File: src/rtl/regfile_access_ctrl_if.sv
// Bundle between the decode/execute/writeback stages, the register file and
// regfile_access_ctrl. The controller uses the slave modport, the surrounding pipeline the master.
interface regfile_access_ctrl_if #(
  parameter int NREG = 16,
  parameter int AW   = 4,
  parameter int DW   = 32
);
  logic            dec_valid;
  logic            dec_ready;
  logic [AW-1:0]   dec_sr1;
  logic [AW-1:0]   dec_sr2;
  logic            dec_use2;
  logic [AW-1:0]   dec_dr;
  logic            dec_wb;
  logic            flush;
  logic [AW-1:0]   rf_sr1Addr;
  logic [AW-1:0]   rf_sr2Addr;
  logic            rf_ldData;
  logic            rf_clrData;
  logic            ex_valid;
  logic            ex_ready;
  logic [AW-1:0]   ex_dr;
  logic            ex_wb;
  logic            wba_valid;
  logic            wba_ready;
  logic [AW-1:0]   wba_addr;
  logic [DW-1:0]   wba_data;
  logic            wbb_valid;
  logic            wbb_ready;
  logic [AW-1:0]   wbb_addr;
  logic [DW-1:0]   wbb_data;
  logic            rf_wr;
  logic [AW-1:0]   rf_drAddr;
  logic [DW-1:0]   rf_writeData;
  logic [NREG-1:0] busy;
  logic [15:0]     stall_cnt;

  modport slave (
    input  dec_valid, dec_sr1, dec_sr2, dec_use2, dec_dr, dec_wb, flush, ex_ready,
    input  wba_valid, wba_addr, wba_data, wbb_valid, wbb_addr, wbb_data,
    output dec_ready, rf_sr1Addr, rf_sr2Addr, rf_ldData, rf_clrData, ex_valid, ex_dr, ex_wb,
    output wba_ready, wbb_ready, rf_wr, rf_drAddr, rf_writeData, busy, stall_cnt
  );

  modport master (
    output dec_valid, dec_sr1, dec_sr2, dec_use2, dec_dr, dec_wb, flush, ex_ready,
    output wba_valid, wba_addr, wba_data, wbb_valid, wbb_addr, wbb_data,
    input  dec_ready, rf_sr1Addr, rf_sr2Addr, rf_ldData, rf_clrData, ex_valid, ex_dr, ex_wb,
    input  wba_ready, wbb_ready, rf_wr, rf_drAddr, rf_writeData, busy, stall_cnt
  );
endinterface

File: src/rtl/regfile_access_ctrl.sv
// Operand-fetch sequencer with busy-bit hazard scoreboard and round-robin write-port arbiter.
// Optional hazard stall counter enabled by defining RFAC_STALL_CNT_EN.
module regfile_access_ctrl #(
  parameter int NREG = 16,
  parameter int AW   = 4,
  parameter int DW   = 32
) (
  input logic                 clk,
  input logic                 rst,
  regfile_access_ctrl_if.slave bus
);

  typedef enum logic [1:0] {
    IDLE  = 2'd0,
    CHECK = 2'd1,
    HOLD  = 2'd2
  } state_t;

  state_t          state;
  logic [AW-1:0]   sr1Lat;
  logic [AW-1:0]   sr2Lat;
  logic [AW-1:0]   drLat;
  logic            use2Lat;
  logic            wbLat;
  logic [NREG-1:0] busyR;
  logic            rrB;

  logic            hazard;
  logic            grantA;
  logic            grantB;
  logic            wrEn;
  logic [AW-1:0]   wrAddr;
  logic [DW-1:0]   wrData;
  logic [NREG-1:0] clrMask;
  logic [NREG-1:0] setMask;
  logic [NREG-1:0] busyNext;

  // Hazard check against the registered scoreboard, so same-edge writebacks are never bypassed
  always_comb begin
    hazard = busyR[sr1Lat] | (use2Lat & busyR[sr2Lat]) | (wbLat & busyR[drLat]);
  end

  // Write-port arbitration: rrB names the side that wins when both request
  always_comb begin
    grantA = bus.wba_valid & (~bus.wbb_valid | ~rrB);
    grantB = bus.wbb_valid & (~bus.wba_valid | rrB);
    wrEn   = bus.wba_valid | bus.wbb_valid;
    if (grantA) begin
      wrAddr = bus.wba_addr;
      wrData = bus.wba_data;
    end else if (grantB) begin
      wrAddr = bus.wbb_addr;
      wrData = bus.wbb_data;
    end else begin
      wrAddr = {AW{1'b0}};
      wrData = {DW{1'b0}};
    end
  end

  // Scoreboard update: retiring writes and killed instructions clear, issue sets (set wins)
  always_comb begin
    clrMask = {NREG{1'b0}};
    setMask = {NREG{1'b0}};
    if (wrEn) begin
      clrMask = {{(NREG-1){1'b0}}, 1'b1} << wrAddr;
    end else begin
      clrMask = {NREG{1'b0}};
    end
    if (bus.flush && (state == HOLD) && wbLat) begin
      clrMask = clrMask | ({{(NREG-1){1'b0}}, 1'b1} << drLat);
    end else if (!bus.flush && (state == CHECK) && !hazard && wbLat) begin
      setMask = {{(NREG-1){1'b0}}, 1'b1} << drLat;
    end else begin
      setMask = {NREG{1'b0}};
    end
    busyNext = (busyR & ~clrMask) | setMask;
  end

  // Outputs are decoded from registered state; only arbiter and clear paths are combinational
  always_comb begin
    bus.dec_ready    = (state == IDLE) & ~bus.flush & ~rst;
    bus.rf_ldData    = (state == CHECK) & ~hazard & ~bus.flush & ~rst;
    bus.rf_clrData   = rst | bus.flush;
    bus.ex_valid     = (state == HOLD);
    bus.ex_dr        = drLat;
    bus.ex_wb        = wbLat;
    bus.rf_sr1Addr   = sr1Lat;
    bus.rf_sr2Addr   = sr2Lat;
    bus.wba_ready    = grantA;
    bus.wbb_ready    = grantB;
    bus.rf_wr        = wrEn;
    bus.rf_drAddr    = wrAddr;
    bus.rf_writeData = wrData;
    bus.busy         = busyR;
  end

  // Instruction sequencer, scoreboard and round-robin pointer
  always_ff @(posedge clk) begin
    if (rst) begin
      state   <= IDLE;
      sr1Lat  <= {AW{1'b0}};
      sr2Lat  <= {AW{1'b0}};
      drLat   <= {AW{1'b0}};
      use2Lat <= 1'b0;
      wbLat   <= 1'b0;
      busyR   <= {NREG{1'b0}};
      rrB     <= 1'b0;
    end else begin
      busyR <= busyNext;
      if (bus.wba_valid && bus.wbb_valid) begin
        rrB <= grantA;
      end else begin
        rrB <= rrB;
      end
      if (bus.flush) begin
        state <= IDLE;
      end else begin
        case (state)
          IDLE: begin
            if (bus.dec_valid) begin
              sr1Lat  <= bus.dec_sr1;
              sr2Lat  <= bus.dec_sr2;
              use2Lat <= bus.dec_use2;
              drLat   <= bus.dec_dr;
              wbLat   <= bus.dec_wb;
              state   <= CHECK;
            end else begin
              state <= IDLE;
            end
          end
          CHECK: begin
            if (!hazard) begin
              state <= HOLD;
            end else begin
              state <= CHECK;
            end
          end
          HOLD: begin
            if (bus.ex_ready) begin
              state <= IDLE;
            end else begin
              state <= HOLD;
            end
          end
          default: state <= IDLE;
        endcase
      end
    end
  end

`ifdef RFAC_STALL_CNT_EN
  logic [15:0] stallCnt;

  // Saturating count of stalled CHECK cycles
  always_ff @(posedge clk) begin
    if (rst) begin
      stallCnt <= 16'd0;
    end else if ((state == CHECK) && hazard && !bus.flush && (stallCnt != 16'hFFFF)) begin
      stallCnt <= stallCnt + 16'd1;
    end else begin
      stallCnt <= stallCnt;
    end
  end

  assign bus.stall_cnt = stallCnt;
`else
  assign bus.stall_cnt = 16'd0;
`endif

endmodule
File: src/flat_wrapper.sv
// flat-port wrapper written by rule: the top's interface ports become plain ports
module regfile_access_ctrl_flat 
#(
  parameter int NREG = 16,
  parameter int AW   = 4,
  parameter int DW   = 32
)
  (clk, rst, bus_dec_valid, bus_dec_sr1, bus_dec_sr2, bus_dec_use2, bus_dec_dr, bus_dec_wb, bus_flush, bus_ex_ready, bus_wba_valid, bus_wba_addr, bus_wba_data, bus_wbb_valid, bus_wbb_addr, bus_wbb_data, bus_dec_ready, bus_rf_sr1Addr, bus_rf_sr2Addr, bus_rf_ldData, bus_rf_clrData, bus_ex_valid, bus_ex_dr, bus_ex_wb, bus_wba_ready, bus_wbb_ready, bus_rf_wr, bus_rf_drAddr, bus_rf_writeData, bus_busy, bus_stall_cnt);
  regfile_access_ctrl_if #(.NREG(NREG), .AW(AW), .DW(DW)) bus_i ();
  input logic clk;
  input logic rst;
  input wire logic [$bits(bus_i.dec_valid)-1:0] bus_dec_valid;
  input wire logic [$bits(bus_i.dec_sr1)-1:0] bus_dec_sr1;
  input wire logic [$bits(bus_i.dec_sr2)-1:0] bus_dec_sr2;
  input wire logic [$bits(bus_i.dec_use2)-1:0] bus_dec_use2;
  input wire logic [$bits(bus_i.dec_dr)-1:0] bus_dec_dr;
  input wire logic [$bits(bus_i.dec_wb)-1:0] bus_dec_wb;
  input wire logic [$bits(bus_i.flush)-1:0] bus_flush;
  input wire logic [$bits(bus_i.ex_ready)-1:0] bus_ex_ready;
  input wire logic [$bits(bus_i.wba_valid)-1:0] bus_wba_valid;
  input wire logic [$bits(bus_i.wba_addr)-1:0] bus_wba_addr;
  input wire logic [$bits(bus_i.wba_data)-1:0] bus_wba_data;
  input wire logic [$bits(bus_i.wbb_valid)-1:0] bus_wbb_valid;
  input wire logic [$bits(bus_i.wbb_addr)-1:0] bus_wbb_addr;
  input wire logic [$bits(bus_i.wbb_data)-1:0] bus_wbb_data;
  output wire logic [$bits(bus_i.dec_ready)-1:0] bus_dec_ready;
  output wire logic [$bits(bus_i.rf_sr1Addr)-1:0] bus_rf_sr1Addr;
  output wire logic [$bits(bus_i.rf_sr2Addr)-1:0] bus_rf_sr2Addr;
  output wire logic [$bits(bus_i.rf_ldData)-1:0] bus_rf_ldData;
  output wire logic [$bits(bus_i.rf_clrData)-1:0] bus_rf_clrData;
  output wire logic [$bits(bus_i.ex_valid)-1:0] bus_ex_valid;
  output wire logic [$bits(bus_i.ex_dr)-1:0] bus_ex_dr;
  output wire logic [$bits(bus_i.ex_wb)-1:0] bus_ex_wb;
  output wire logic [$bits(bus_i.wba_ready)-1:0] bus_wba_ready;
  output wire logic [$bits(bus_i.wbb_ready)-1:0] bus_wbb_ready;
  output wire logic [$bits(bus_i.rf_wr)-1:0] bus_rf_wr;
  output wire logic [$bits(bus_i.rf_drAddr)-1:0] bus_rf_drAddr;
  output wire logic [$bits(bus_i.rf_writeData)-1:0] bus_rf_writeData;
  output wire logic [$bits(bus_i.busy)-1:0] bus_busy;
  output wire logic [$bits(bus_i.stall_cnt)-1:0] bus_stall_cnt;
  assign bus_i.dec_valid = bus_dec_valid;
  assign bus_i.dec_sr1 = bus_dec_sr1;
  assign bus_i.dec_sr2 = bus_dec_sr2;
  assign bus_i.dec_use2 = bus_dec_use2;
  assign bus_i.dec_dr = bus_dec_dr;
  assign bus_i.dec_wb = bus_dec_wb;
  assign bus_i.flush = bus_flush;
  assign bus_i.ex_ready = bus_ex_ready;
  assign bus_i.wba_valid = bus_wba_valid;
  assign bus_i.wba_addr = bus_wba_addr;
  assign bus_i.wba_data = bus_wba_data;
  assign bus_i.wbb_valid = bus_wbb_valid;
  assign bus_i.wbb_addr = bus_wbb_addr;
  assign bus_i.wbb_data = bus_wbb_data;
  assign bus_dec_ready = bus_i.dec_ready;
  assign bus_rf_sr1Addr = bus_i.rf_sr1Addr;
  assign bus_rf_sr2Addr = bus_i.rf_sr2Addr;
  assign bus_rf_ldData = bus_i.rf_ldData;
  assign bus_rf_clrData = bus_i.rf_clrData;
  assign bus_ex_valid = bus_i.ex_valid;
  assign bus_ex_dr = bus_i.ex_dr;
  assign bus_ex_wb = bus_i.ex_wb;
  assign bus_wba_ready = bus_i.wba_ready;
  assign bus_wbb_ready = bus_i.wbb_ready;
  assign bus_rf_wr = bus_i.rf_wr;
  assign bus_rf_drAddr = bus_i.rf_drAddr;
  assign bus_rf_writeData = bus_i.rf_writeData;
  assign bus_busy = bus_i.busy;
  assign bus_stall_cnt = bus_i.stall_cnt;
  regfile_access_ctrl #(.NREG(NREG), .AW(AW), .DW(DW)) u_core (.clk(clk), .rst(rst), .bus(bus_i));
endmodule
File: config.mk
export PLATFORM = sky130hd
export DESIGN_NAME = regfile_access_ctrl_flat
export DESIGN_NICKNAME = d
export VERILOG_FILES = /design/src/rtl/regfile_access_ctrl_if.sv /design/src/rtl/regfile_access_ctrl.sv /design/src/flat_wrapper.sv
export SDC_FILE = /design/constraint.sdc
export NUM_CORES = 1
export LEC_CHECK = 0
export CORE_MARGIN = 5
export CORE_UTILIZATION = 39
export DETAILED_ROUTE_END_ITERATION = 10
export PLACE_DENSITY_LB_ADDON = 0.25
export SLEW_MARGIN = 20
export SYNTH_ARGS = -nofsm -noshare
export SYNTH_HDL_FRONTEND = slang
export SYNTH_SLANG_ARGS = --single-unit
export TNS_END_PERCENT = 50
File: constraint.sdc
create_clock -name clk -period 5.35 [get_ports clk]
set_input_delay 1.07 -clock clk [delete_from_list [all_inputs] [get_ports clk]]
set_output_delay 1.07 -clock clk [all_outputs]
set_load 0.01 [all_outputs]
==> flow_summary.json, run 1 <==
{
  "fillers": 544,
  "path_clk_slew_ns": 0.06,
  "slew_viol_final": 0,
  "p_total_uw": 700,
  "synth_edf_count": 0,
  "synth_top_area_cell": "dfxtp_1",
  "rsz0062_at_grt": "no",
  "synth_top_area_share_pct": 25.3,
  "postSynthAreaPerCell_um2": 8.06,
  "grt_pass1_wl_mm": 15.7,
  "ys.flop_type": "dfxtp_1",
  "cts_resized": 0,
  "relSlewSlack_pct": 56.4,
  "hold_class": "flop to flop",
  "yosysSeqAreaShare_pct": 25.3,
  "first_pass_iters": 5,
  "numPortBuffers": 164,
  "grt_overflow": 0,
  "netlist_top_cells_count": "nand2_1, a21oi_1, dfxtp_1",
  "multi_input_area_um2": 1730,
  "synthArstFlopShare_pct": 0,
  "crit_path_end_kind": "output pin",
  "n_antenna_cell": 0,
  "routed_wl_mm": 10.1,
  "setup_tns_ns": 0,
  "grt_antenna_before_repair": 0,
  "synth_seq_cells": 33,
  "period_share_pct": 77.7,
  "crit_type": "input pin to output pin",
  "yosys_warnings": 0,
  "drcViolationCount": 0,
  "chipWidth_um": 91.8,
  "vias": 3015,
  "cts_setup_buffers": 0,
  "clock_skew_ns": 0.00428,
  "setup_viol": 0,
  "maxCapViolCount": 0,
  "dp_hpwl_mm": 8.19,
  "grt_pass1_vias": 2930,
  "cts-root-buf": "clkbuf_8",
  "synth_most_common_cell": "nand2_1",
  "synth.area.top_cells": "dfxtp_1, a22o_1, a21oi_1",
  "syn_area_um2": 2610,
  "final_cells": 553,
  "drtIter0Drc": 228,
  "cp_max_fo": 16,
  "worst_setup_path_start_kind": "input pin",
  "timing.fmax_ghz": 0.241,
  "outcome": "complete, no violations",
  "finalCriticalPeriod_ns": 4.15,
  "hold_viol": 0,
  "start_util_pct": 40.6,
  "rows": 29,
  "vias_per_cell": 5.45,
  "place_congestion": 0.943,
  "arrival_ns": 3.08,
  "grt_max_degree": 34,
  "cts_tree": "built",
  "clock_sinks": 33,
  "clock_latency_ns": 0.29,
  "leakage_nw": 1.63,
  "core_um2": 6420,
  "ir_worst_vdd_mv": 0.116,
  "drive_above_1_share_pct": 5.88,
  "io_pins": 181,
  "syn2layout_area_growth_pct": 63.8,
  "dieHeight_um": 91.8,
  "synth.distinct_cells": 54,
  "grt_usage_pct": 22.9,
  "route.antenna.remaining_nets": 0,
  "dp.cells": 545,
  "cts-hold-fix-buffers": 0,
  "worst_pin_slew_ns": 0.653,
  "wl_per_cell_um": 18.3,
  "cts_buffers": 5,
  "seqCellArea_um2": 661,
  "fin_nets": 568,
  "clock_path_buffers": 2,
  "cp.required_ns": 4.28,
  "htreeDepth": 2,
  "finalCoreUtilization_pct": 66.6,
  "dieArea_um2": 8430,
  "power_density_nw_per_um2": 164,
  "syn_inst": 324
}
critical path, cell delays in order:
cell	delay [ns]
clkdlybuf4s50_1	0.67
a21boi_2	0.11
buf_4	0.21
a32oi_1	0.35
inv_2	0.15
clkdlybuf4s50_1	0.52
cells in the final DEF, fill, tap and decap left out, types with 4 or more instances in the layout:
master             n
dfxtp_1           33
mux4_2             4
buf_4              4
nand2_1           45
o21ba_1            5
a21oi_1           38
clkdlybuf4s50_1  164
nand4_1            4
o21a_1            11
nand3_1            4
o21ai_0           17
nor2_1            12
inv_1             10
clkbuf_8           5
mux2i_1           10
a22o_1            32
conb_1            16
nand2b_1           6
report_power, final:
group	total (mW)	internal, mW	switching [mW]
sequential	0.265	0.252	0.0131
combinational	0.257	0.151	0.105
clock	0.178	0.0923	0.0857
cells by family (layout without fill, tap and decap cells):
logic type | count (synthesis) | in the layout | share of synthesized area, %
compound gates | 128 | 128 | 35.3
simple gates | 94 | 94 | 17.7
buf+inv | 50 | 187 | 10.9
flops | 33 | 33 | 25.3
mux | 17 | 17 | 10.3
other cells | 1 | 16 | 0.144
xor+xnor | 1 | 1 | 0.336
area by class of cell:
type	count	area share (%)
flip-flops and latches	33	15.5
repair buffers	168	39.1
multi-input cells	256	40.4
well taps	77	2.25
clock buffers	8	1.87
inverters	11	0.966
worst paths after layout:
check | slack, ns | endpoint | from | cells past startpoint
hold / removal | 0.49 | u_core.use2Lat$_SDFFE_PP0P_ | u_core.use2Lat$_SDFFE_PP0P_ | 2
setup / recovery | 1.20 | bus_rf_drAddr[2] | bus_wbb_valid | 6
setup reg to reg | 3.02 | u_core.bus.busy[11]$_SDFF_PP0_ | u_core.bus.ex_dr[1]$_SDFFE_PP0P_ | 6
hold reg to reg | 0.49 | u_core.use2Lat$_SDFFE_PP0P_ | u_core.use2Lat$_SDFFE_PP0P_ | 2
per-stage QoR:
step           cell area [um2]  worst slack (ns)  hold slack [ns]
6_report                  4280              1.20            0.486
5_1_grt                   4280              1.15            0.522
4_1_cts                   4280              1.22            0.490
3_5_place_dp              4200              1.22            0.482
3_3_place_gp              4200              1.30            0.469
2_1_floorplan             2670              2.10            0.450
state kept, by name, summed over array words and instances (netlist names):
register and count:
u_core.bus.busy 16, u_core.rrB 1, u_core.use2Lat 1, u_core.bus.rf_sr2Addr 4
u_core.bus.ex_wb 1, u_core.bus.rf_sr1Addr 4, u_core.bus.ex_dr 4, u_core.state 2
per-layer routing:
metal	wire length, um	global-route usage (%)	share of wire, %	up-vias
li1	-	-	-	1466
met1	4290	30.1	42	1403
met2	4810	37.4	48	129
met3	834	5.89	8.2	17
met4	186	5.69	1.8	0
met5	0	0	0	-
Power figures use the tool's default switching activity.
==> run 2: changes to the inputs <==
CORE_UTILIZATION = 32   (was 39)
clock period = 3.4 ns   (was 5.35 ns; I/O delays follow)
==> flow_summary.json, run 2 (synthesis results as in run 1) <==
{
  "outcome": "complete, no violations",
  "drtIter0Drc": 214,
  "grt_overflow": 0,
  "dp.cells": 580,
  "period_share_pct": 94.6,
  "leakage_nw": 1.67,
  "final_cells": 588,
  "largest_reg_flops": 16,
  "grt_pass1_vias": 2937,
  "power_density_nw_per_um2": 256,
  "first_pass_iters": 4,
  "worst_path_most_repeated_cell": "clkdlybuf4s50_1",
  "cts_buffers": 5,
  "grt_antenna_before_repair": 0,
  "path_clk_slew_ns": 0.07,
  "cp_num_cells": 6,
  "clock_latency_ns": 0.29,
  "cp_slowest_cell": "clkdlybuf4s50_1",
  "vias": 3009,
  "finalCriticalPeriod_ns": 3.22,
  "htreeDepth": 2,
  "cts_setup_buffers": 0,
  "clock_skew_ns": 0.00806,
  "p_sw_uw": 337,
  "worst_pin_slew_ns": 0.555,
  "critPathMaxStageDelay_ns": 0.56,
  "r2r_cells": 5,
  "place_congestion": 0.913,
  "dieArea_um2": 10100,
  "maxCapViolCount": 0,
  "cp.required_ns": 2.72,
  "chipWidth_um": 100,
  "rsz0062_at_grt": "no",
  "cts-hold-fix-buffers": 0,
  "numPortBuffers": 164,
  "ir_worst_vdd_mv": 0.129,
  "dieHeight_um": 100,
  "routed_wl_mm": 10.2,
  "drcViolationCount": 0,
  "vias_per_cell": 5.12,
  "seqPwrFrac_pct": 36.8,
  "fin_nets": 575,
  "crit_path_end_kind": "output pin",
  "final_common_cell": "clkdlybuf4s50_1",
  "hold_viol": 0,
  "cts-root-buf": "clkbuf_8",
  "timing.fmax_ghz": 0.311,
  "fillers": 768,
  "arrival_ns": 2.54,
  "clock_power_share_pct": 25.9,
  "holdPathStages": 2,
  "p_sw_share_pct": 30.0,
  "cp_max_fo": 33,
  "cts_resized": 0,
  "wl_per_cell_um": 17.4,
  "setup_tns_ns": 0,
  "path_delay_family": "buffers and inverters",
  "core_um2": 8090,
  "slew_viol_final": 0,
  "n_antenna_cell": 0,
  "start_util_pct": 32.3,
  "grt_usage_pct": 19.1,
  "crit_type": "input pin to output pin",
  "layout_common_cells": "clkdlybuf4s50_1, nand2_1, a21oi_1",
  "combPwrFrac_pct": 37.3,
  "clock_sinks": 33,
  "crit_chain": "clkdlybuf4s50_1 > nand2b_1 > and2_1 > buf_12 > a22o_1 > clkdlybuf4s50_1",
  "hold_class": "flop to flop",
  "syn2layout_area_growth_pct": 67.8,
  "critPathBufInv": 3,
  "clock_path_buffers": 2,
  "grt_pass1_wl_mm": 15.3,
  "drive_above_1_share_pct": 8.07,
  "dp_hpwl_mm": 8.29,
  "finalCoreUtilization_pct": 54.1,
  "route.antenna.remaining_nets": 0,
  "grt_max_degree": 34,
  "cts_tree": "built",
  "io_pins": 181,
  "power.internal_uw": 785,
  "fin_hold_ws_ns": 0.493,
  "worst_setup_path_start_kind": "input pin",
  "relSlewSlack_pct": 62.9,
  "setup_viol": 0,
  "rows": 33
}
[run 2: changes by cell type in the layout (fill, tap and decap cells not counted)]
cell / previous run / this run
buf_4: 4 / 10
clkbuf_1: 3 / 1
clkinv_2: 0 / 2
dfxtp_1: 33 / 31
dfxtp_2: 0 / 2
buf_12: 0 / 1
[run 2: worst paths after layout]
path,slack [ns],endpoint,start
max,0.18,bus_rf_writeData[26],bus_wba_valid
max reg2reg,1.45,u_core.bus.busy[6]$_SDFF_PP0_,u_core.bus.rf_sr2Addr[1]$_SDFFE_PP0P_
min,0.49,u_core.use2Lat$_SDFFE_PP0P_,u_core.use2Lat$_SDFFE_PP0P_
min reg2reg,0.49,u_core.use2Lat$_SDFFE_PP0P_,u_core.use2Lat$_SDFFE_PP0P_
[run 2: stage by stage]
| step | worst slack, ns | total power [mW] | area, um2 |
|---|---|---|---|
| floorplan | 0.928 | 0.604 | 2670 |
| global placement | 0.215 | 0.834 | 4300 |
| detailed placement | 0.181 | 0.838 | 4300 |
| CTS | 0.0838 | 1.13 | 4380 |
| global route | 0.0343 | 1.17 | 4380 |
| finish | 0.182 | 1.12 | 4380 |
[run 2: routing by layer]
metal	GRT usage, %	vias up	share of wire (%)
met1	26.1	1396	44
met5	0	-	0
met2	30.4	116	48
met4	5.18	0	1.2
li1	-	1483	-
met3	3.96	14	7.1
[run 2: cell type report]
cell class	instances	area, um2	share of cell area, %
multi-input cells	256	1730	39.4
well taps	105	131	3.00
inverters	11	41.3	0.943
clock buffers	6	72.6	1.66
flip-flops and latches	33	663	15.1
repair buffers	175	1740	39.6
clock inverters	2	10.0	0.229
[run 2: tightest hold or removal path, stage by stage, from the launching register on]
cell	delay, ns
dfxtp_1	0.33
nand2_1	0.06
a21oi_1	0.06
[run 2: power groups by stage]
stage	logic (mW)	registers (mW)	clock network, mW
after global placement	0.413	0.420	0
after floorplan	0.187	0.417	0
final	0.419	0.413	0.291
after global routing	0.449	0.414	0.308
after detailed placement	0.417	0.421	0
after CTS	0.420	0.412	0.294
